## src/rtl/pong_text_pkg.sv

```systemverilog
// Shared text constants, line layout indices and writer FSM states for the
// pong text renderer and its line writers.
package pong_text_pkg;

  localparam logic [6:0] BLANK = 7'h20;
  localparam logic [6:0] COLON = 7'h3A;
  localparam logic [6:0] ZERO  = 7'h30;
  localparam logic [6:0] CAP_L = 7'h4C;
  localparam logic [6:0] CAP_R = 7'h52;

  localparam logic [3:0] IDX_L      = 4'd0;
  localparam logic [3:0] IDX_LCOL   = 4'd1;
  localparam logic [3:0] IDX_TENS_L = 4'd2;
  localparam logic [3:0] IDX_ONES_L = 4'd3;
  localparam logic [3:0] IDX_TENS_R = 4'd12;
  localparam logic [3:0] IDX_ONES_R = 4'd13;
  localparam logic [3:0] IDX_RCOL   = 4'd14;
  localparam logic [3:0] IDX_R      = 4'd15;

  typedef enum logic [1:0] {IDLE, CONV, WRITE, DONE} state_t;

  // A zero tens digit renders as a blank so scores below ten are right-aligned.
  function automatic logic [6:0] digit_char(input logic [3:0] d, input logic blank_zero);
    logic [6:0] c;
    if (blank_zero && (d == 4'd0)) begin
      c = BLANK;
    end else begin
      c = ZERO + {3'd0, d};
    end
    return c;
  endfunction

endpackage

```

## src/rtl/bcd_split_seq.sv

```systemverilog
// Splits one score (0..99) into tens and ones by repeated subtraction of ten,
// one step per enabled cycle; ready is high once the remainder is below ten.
module bcd_split_seq
  import pong_text_pkg::*;
#(
  parameter int SCORE_W = 7
) (
  input  logic               clk,
  input  logic               rst_n,
  input  logic               load,
  input  logic               en,
  input  logic [SCORE_W-1:0] score,
  output logic               ready,
  output logic [3:0]         tens,
  output logic [3:0]         ones
);

  localparam logic [SCORE_W-1:0] TEN = SCORE_W'(10);

  logic [SCORE_W-1:0] rem_r;
  logic [3:0]         tens_r;

  // Remainder and tens counter: load restarts, each enabled step removes one ten.
  always_ff @(posedge clk) begin
    if (!rst_n) begin
      rem_r  <= '0;
      tens_r <= 4'd0;
    end else if (load) begin
      rem_r  <= score;
      tens_r <= 4'd0;
    end else if (en && !ready) begin
      rem_r  <= rem_r - TEN;
      tens_r <= tens_r + 4'd1;
    end
  end

  // Remainder below ten is the ones digit.
  always_comb begin
    ready = (rem_r < TEN);
    tens  = tens_r;
    ones  = rem_r[3:0];
  end

endmodule

```

## src/rtl/score_line_writer.sv

```systemverilog
// Converts two captured paddle scores to decimal and writes the 16-character
// score line into a buffer that is read through the character-ROM interface.
module score_line_writer
  import pong_text_pkg::*;
#(
  parameter int SCORE_W   = 7,
  parameter int MAX_SCORE = 99,
  parameter int LINE_LEN  = 16
) (
  input  logic               clk,
  input  logic               rst_n,
  input  logic               update,
  input  logic [SCORE_W-1:0] score_l,
  input  logic [SCORE_W-1:0] score_r,
  output logic               busy,
  output logic               done,
  input  logic [7:0]         char_xy,
  output logic [6:0]         char_code
);

  localparam logic [SCORE_W-1:0] MAX_S    = SCORE_W'(MAX_SCORE);
  localparam logic [3:0]         LAST_IDX = 4'(LINE_LEN - 1);

  state_t             state_r, next_state_s;
  logic [3:0]         idx_r;
  logic [6:0]         line_r [LINE_LEN];
  logic [SCORE_W-1:0] clamp_l_s, clamp_r_s;
  logic               load_s, conv_en_s;
  logic               rdy_l_s, rdy_r_s;
  logic [3:0]         tens_l_s, ones_l_s, tens_r_s, ones_r_s;
  logic [6:0]         wr_char_s;
  logic               busy_r, done_r;

  // Clamp scores and decode the acceptance / conversion strobes.
  always_comb begin
    clamp_l_s = (score_l > MAX_S) ? MAX_S : score_l;
    clamp_r_s = (score_r > MAX_S) ? MAX_S : score_r;
    load_s    = (state_r == IDLE) && update;
    conv_en_s = (state_r == CONV);
  end

  bcd_split_seq #(.SCORE_W(SCORE_W)) u_split_l (
    .clk(clk), .rst_n(rst_n), .load(load_s), .en(conv_en_s), .score(clamp_l_s),
    .ready(rdy_l_s), .tens(tens_l_s), .ones(ones_l_s)
  );

  bcd_split_seq #(.SCORE_W(SCORE_W)) u_split_r (
    .clk(clk), .rst_n(rst_n), .load(load_s), .en(conv_en_s), .score(clamp_r_s),
    .ready(rdy_r_s), .tens(tens_r_s), .ones(ones_r_s)
  );

  // Next-state logic; update outside IDLE is dropped.
  always_comb begin
    next_state_s = state_r;
    case (state_r)
      IDLE: begin
        if (update) next_state_s = CONV;
        else        next_state_s = IDLE;
      end
      CONV: begin
        if (rdy_l_s && rdy_r_s) next_state_s = WRITE;
        else                    next_state_s = CONV;
      end
      WRITE: begin
        if (idx_r == LAST_IDX) next_state_s = DONE;
        else                   next_state_s = WRITE;
      end
      DONE:    next_state_s = IDLE;
      default: next_state_s = IDLE;
    endcase
  end

  // State, write index and status flags; flags trail the state by one cycle.
  always_ff @(posedge clk) begin
    if (!rst_n) begin
      state_r <= IDLE;
      idx_r   <= 4'd0;
      busy_r  <= 1'b0;
      done_r  <= 1'b0;
    end else begin
      state_r <= next_state_s;
      idx_r   <= (state_r == WRITE) ? (idx_r + 4'd1) : 4'd0;
      busy_r  <= (state_r == CONV) || (state_r == WRITE);
      done_r  <= (state_r == DONE);
    end
  end

  // Character for the current write index.
  always_comb begin
    wr_char_s = BLANK;
    case (idx_r)
      IDX_L:      wr_char_s = CAP_L;
      IDX_LCOL:   wr_char_s = COLON;
      IDX_TENS_L: wr_char_s = digit_char(tens_l_s, 1'b1);
      IDX_ONES_L: wr_char_s = digit_char(ones_l_s, 1'b0);
      IDX_TENS_R: wr_char_s = digit_char(tens_r_s, 1'b1);
      IDX_ONES_R: wr_char_s = digit_char(ones_r_s, 1'b0);
      IDX_RCOL:   wr_char_s = COLON;
      IDX_R:      wr_char_s = CAP_R;
      default:    wr_char_s = BLANK;
    endcase
  end

  // Line buffer: blanked by reset, one character written per WRITE cycle.
  always_ff @(posedge clk) begin
    if (!rst_n) begin
      for (int i = 0; i < LINE_LEN; i++) line_r[i] <= BLANK;
    end else if (state_r == WRITE) begin
      line_r[idx_r] <= wr_char_s;
    end
  end

  // ROM-style read; out-of-range addresses read as blank.
  always_comb begin
    if (char_xy < 8'(LINE_LEN)) char_code = line_r[char_xy[3:0]];
    else                        char_code = BLANK;
    busy = busy_r;
    done = done_r;
  end

endmodule

```

## config.mk

```make
export PLATFORM = sky130hd
export DESIGN_NAME = score_line_writer
export DESIGN_NICKNAME = d
export VERILOG_FILES = /design/src/rtl/pong_text_pkg.sv /design/src/rtl/bcd_split_seq.sv /design/src/rtl/score_line_writer.sv
export SDC_FILE = /design/constraint.sdc
export NUM_CORES = 1
export LEC_CHECK = 0
export BUFFER_PORTS_ARGS = -buffer_cell sky130_fd_sc_hd__buf_2
export CAP_MARGIN = 20
export CORE_MARGIN = 1.5
export CORE_UTILIZATION = 35
export DETAILED_ROUTE_END_ITERATION = 16
export GPL_ROUTABILITY_DRIVEN = 0
export SYNTH_ARGS = -nofsm -noshare
export SYNTH_HDL_FRONTEND = slang
export SYNTH_SLANG_ARGS = --single-unit
```

## constraint.sdc

```tcl
create_clock -name clk -period 2.1 [get_ports clk]
set_input_delay 0.315 -clock clk [delete_from_list [all_inputs] [get_ports clk]]
set_output_delay 0.315 -clock clk [all_outputs]
set_load 0.03 [all_outputs]
```

After elaboration in Yosys (flattened, before gate mapping)

Memory sizes are Yosys's and may differ from the RTL's.
Index checks and enable logic that the tools add are counted.

Mux-type cells: 21
Bitwise logic cells: 1
Add/sub/neg operators: 9
Equality and inequality tests: 10
$lt $le $gt $ge: 5
Reductions and logical operators: 17

Operators by type and width:

| operator              | number |
|---|---|
| $mux W7               | 10 |
| $pmux W7 S7           | 1 |
| $add A6 B4 Y7 const A | 4 |
| $eq A4 B4 Y1 const B  | 4 |
| $gt A7 B7 Y1 const B  | 2 |
| $lt A7 B4 Y1 const B  | 2 |
| $sub A7 B4 Y7 const B | 2 |
| $add A4 B1 Y4 const B | 3 |
| $logic_not A4 Y1      | 3 |
| $eq A4 B2 Y1 const B  | 2 |
| $lt A8 B5 Y1 const B  | 1 |
| $pmux W2 S4           | 1 |
| $mux W1               | 7 |
| $reduce_or A7 Y1      | 1 |
| $eq A2 B2 Y1 const B  | 2 |
| $eq A4 B1 Y1 const B  | 1 |
| $logic_and A1 B1 Y1   | 4 |
| $mux W4               | 1 |
| $reduce_bool A2 Y1    | 2 |
| $reduce_or A2 Y1      | 2 |
| $eq A2 B1 Y1 const B  | 1 |
| $logic_not A1 Y1      | 2 |
| $logic_not A2 Y1      | 1 |
| $mux W2               | 1 |
| 3 further kinds       | 3 |

RAM bits: 112
Register bits after elaboration: 30
Word-level logic and storage cells: 72
Memories kept: 1
Input bits: 25
Output and inout bits: 9

Memory list:

| memory | depth | width | read ports | clocked after memory_dff | wr ports | RTL line                | RTL |
|---|---|---|---|---|---|---|---|
| line_r | 16    | 7     | 1          | 0                        | 16       | score_line_writer.sv:26 | `logic [6:0] line_r [LINE_LEN];` |

Logic depth before layout (Yosys ltp)

Depth in word-level cells: 6
Mapped depth: 7
Depth with buffers taken out: 7

Hierarchy

Synthesis repeated with hierarchy kept, for this count alone.

Cell total of the unflattened synthesis: 602
Area total of the unflattened synthesis: 7008.0 µm²

Modules (own cells, without submodules):

| module            | area an instance (µm²) | times used | seq. area each (µm²) | cells each |
|---|---|---|---|---|
| score_line_writer | 5821.8                 | 1          | 3523.4               | 466 |
| bcd_split_seq     | 593.1                  | 2          | 220.2                | 68 |

Worst setup path before layout

OpenSTA, ideal clock, no wires.

Path type: input to output
Start point: in char_xy[0]
End point: out char_code[0]
Slack: 0.065 ns
Arrival: 1.720 ns
Required time: 1.785 ns
Buffers on the path: 2
Stages on the path: 5
Cells stage by stage: buf_4 -> buf_2 -> mux4_2 -> a22oi_1 -> nand2_1

Word-level cells in the longest chain between the ends: 2
Elaborated cells on any way between the ends: 3
Those cells by class: order compare: 1; mux: 1; memory: 1

RTL lines:

| what                                                  | RTL line                 | RTL |
|---|---|---|
| start: declaration                                    | score_line_writer.sv:17  | `input logic [7:0] char_xy,` |
| $lt A8 B5 Y1 / $mem_v2 Z16 W7 (equally long branches) | --                       |  |
| $mux W7 *                                             | score_line_writer.sv:115 | `if (char_xy < 8'(LINE_LEN)) char_code = line_r[char_xy[3:0]];` |
| end: declaration                                      | score_line_writer.sv:18  | `output logic [6:0] char_code` |

Every way passes the cells marked *; elsewhere a longest branch is shown, timed or not.

Worst setup path in the final report

Start point: mem line_r[11][4]
End point: out char_code[4]

Word-level cells in the longest chain between the ends: 2

RTL lines:

| what               | RTL line |
|---|---|
| start: declaration | score_line_writer.sv:26 |
| $mem_v2 Z16 W7     | -- |
| $mux W7            | score_line_writer.sv:115 |

Every way passes these cells.

==> flow_summary.json <==
{
  "drt-pass1-iter-count": 4,
  "routed_wl_per_cell_um": 16.3,
  "timing.clock.skew_ns": 0.0152,
  "cp_slowest_cell": "sky130_fd_sc_hd__mux4_2",
  "layout.nets": 661,
  "power_frac_clock": 0.428,
  "cts_inserted_buffers": 17,
  "cts.path.max_buffers": 2,
  "cts-htree-levels": 4,
  "sequential_share_of_the_synthesized_area": 0.624,
  "layout-drive-gt1-share": 0.263,
  "worst_skew_pair.late_latency_ns": 0.43,
  "syn-mean-instance-area_um2": 13.3,
  "layout_worst_path_cycle_share": 0.991,
  "start_util": 0.355,
  "number_of_flip_flops_and_latches_in_the_synthesized_netlist": 142,
  "critical_path.startpoint_type": "flop",
  "min-delay-path-class": "input pin to flop",
  "syn_to_final_growth_pct": 26.3,
  "gr-usage-all-layers": 0.160,
  "cellLeakagePower_nw": 3.23,
  "number_of_placed_i_o_pins": 34,
  "ys.warnings.count": 0,
  "clkSlewWorstSetupHoldPaths_ns": 0.07,
  "drt-initial-drc-count": 296,
  "dieWidth_um": 138,
  "worst_ep_arrival_time_ns": 1.77,
  "yosys_most_used_dff": "sky130_fd_sc_hd__edfxtp_1",
  "drt_drc_violations_left": 0,
  "drt.antenna.violating_nets": 0,
  "yosys.cell_types.count": 46,
  "combPwrFrac": 0.086,
  "vias_in_the_first_global_route": 4260,
  "clk_root_buffer_cell": "sky130_fd_sc_hd__clkbuf_16",
  "maxCapViolations": 0,
  "postRouteWirelength_mm": 14.0,
  "fmax_mhz": 480,
  "internal_power_mw": 5.01,
  "crit_path_cells": "mux4_2 -> a22oi_2 -> nand2_1 -> buf_6",
  "grt_pass1_wl_mm": 22.3,
  "viasPerCell": 4.87,
  "vdd_drop_max_v": 0.000620,
  "power.share.sequential": 0.486,
  "postPlaceCellArea_mm2": 0.00735,
  "cts_tree": "yes",
  "cts_hold_buf": 0,
  "place_hpwl_mm": 10.2,
  "fin_worst_setup_slack_ns": 0.0187,
  "grt_start_max_net_pins": 29,
  "globalRoute.totalOverflow": 0,
  "crit_buf_inv": 1,
  "timing_worst_setup_path_type": "flop to output port",
  "cell_count_after_synthesis": 476,
  "final_period_minus_worst_setup_slack_ns": 2.08,
  "timing.slew.headroom": 0.651,
  "worst_hold_slack_ns": 0.158,
  "finalSetupViolations": 0,
  "worst_ep_required_time_ns": 1.78,
  "ratio_of_total_power_to_cell_area_mw_per_mm2": 835,
  "port_buffers": 33,
  "area_of_the_die_mm2": 0.0190,
  "placement_rows": 49,
  "area_of_the_placeable_core_mm2": 0.0179,
  "cts.sink_count": 142,
  "worstMarginPinSlew_ns": 0.520,
  "hold_violations": 0,
  "place_ws_ns": 0.0113,
  "dr_total_vias": 4196,
  "floorplan.die.height_um": 138,
  "endpoint_kind": "output port",
  "antennaDiodeCount": 0,
  "cp_max_stage_delay_ns": 0.51,
  "post-route-cell-area_mm2": 0.00802,
  "status": "finished, final reports clean",
  "async_flop_share": 0,
  "number_of_enable_type_register_cells_in_the_synthesized_netlist": 112,
  "syn_area_mm2": 0.00635,
  "final_core_util": 0.448,
  "timing.critical_path.fanout_max": 1,
  "switch_share": 0.252,
  "grt_antenna_before_repair": 0,
  "netSwitchingPower_mw": 1.68,
  "maxSlewViolCount": 0,
  "cpLargestDelayFamily": "multiplexers",
  "unrepaired_setup_endpoints_after_global_routing": "true"
}
-- worst paths after layout --
path                                      endpoint  slack (ns)           from  cells past startpoint
worst min register to register                flop        0.50           flop                      2
worst max-delay path                  char_code[4]        0.02  line_r[11][4]                      4
worst min-delay path            u_split_r.rem_r[0]        0.16     score_r[0]                      2
worst max register to register       line_r[15][3]        0.18       idx_r[0]                      7
-- metal layers --
metal	GRT usage	part of all wire
met1	0.205	0.45
met2	0.270	0.51
met3	0.0397	0.038
met4	0.0428	0.0062
met5	0	0
-- cell usage in the layout, fill, tap and decap left out, drive strengths merged, types with 17 or more instances in the layout --
master  instances
nor2           56
o21ai          21
dfxtp          30
inv            44
nand2          36
buf            84
mux4           28
clkbuf         17
edfxtp        112
conb           62
ha             17
-- Yosys cell counts (all sizes together) (8+ instances only) --
cell	instances	area share
a21oi	12	0.0095
a22oi	14	0.017
buf	10	0.0077
clkbuf	10	0.0059
dfxtp	30	0.095
edfxtp	112	0.53
ha	17	0.033
inv	34	0.020
mux4	28	0.099
nand2	36	0.021
nor2	56	0.033
nor3	8	0.0063
o21ai	21	0.018
-- sequential cells by signal (all words and copies together), names as in the netlist, named ones only --
name,cells
u_split_l.rem_r,7
line_r,112
done,1
u_split_l.tens,4
u_split_r.tens,4
state_r,1
u_split_r.rem_r,7
busy,1
idx_r,4
-- power by group through the flow --
stage | registers [mW] | logic (mW) | clock network, mW
floorplan | 3.29 | 0.378 | 0
global placement | 3.31 | 0.552 | 0
detailed placement | 3.32 | 0.565 | 0
CTS | 3.26 | 0.574 | 2.94
global route | 3.27 | 0.638 | 3.06
finish | 3.26 | 0.575 | 2.86
-- worst register-to-register path, delay by kind of cell, from the launching register on --
family	cells	cell delay [ns]
AND/OR/NAND/NOR	1	0.06
buffers and inverters	3	0.46
flip-flops	1	0.40
AO/OA/AOI/OAI	2	0.53
adder cells (fa/ha/maj)	1	0.23
-- kinds of logic (layout without fill, tap and decap cells) --
kind of cell | count (synthesis) | after routing | share of synthesized area
other | 2 | 62 | 0.00118
muxes | 36 | 36 | 0.112
AOI/OAI and AO/OA | 77 | 77 | 0.0828
DFF | 142 | 142 | 0.624
buffers and inverters | 54 | 150 | 0.0337
adders and majority gates | 17 | 17 | 0.0335
xor gates and xnor gates | 8 | 8 | 0.0110
and+or+nand+nor | 140 | 140 | 0.101
-- cell type report --
cell class / count / area [µm²]
flip-flops and latches: 142 / 3960
repair buffers: 84 / 597
multi-input cells: 340 / 2480
well taps: 229 / 287
clock inverters: 15 / 144
clock buffers: 17 / 425
inverters: 34 / 128
fillers: 1649 / 9880
-- stage by stage --
stage	TNS (ns)	instances	power, mW
2_1_floorplan	0	536	3.67
3_3_place_gp	0	829	3.86
3_5_place_dp	0	829	3.88
4_1_cts	-0.0125	861	6.77
5_1_grt	-0.125	861	6.97
6_report	0	861	6.69
-- repair_timing --
item | CTS | global route
setup endpoints to repair | 6 | 23
pin swaps | 2 | 5
gates resized for setup | 9 | 16
endpoints found under the hold margin | 0 | 0
buffers inserted | 0 | 0
(Power assumes the default switching activity.)
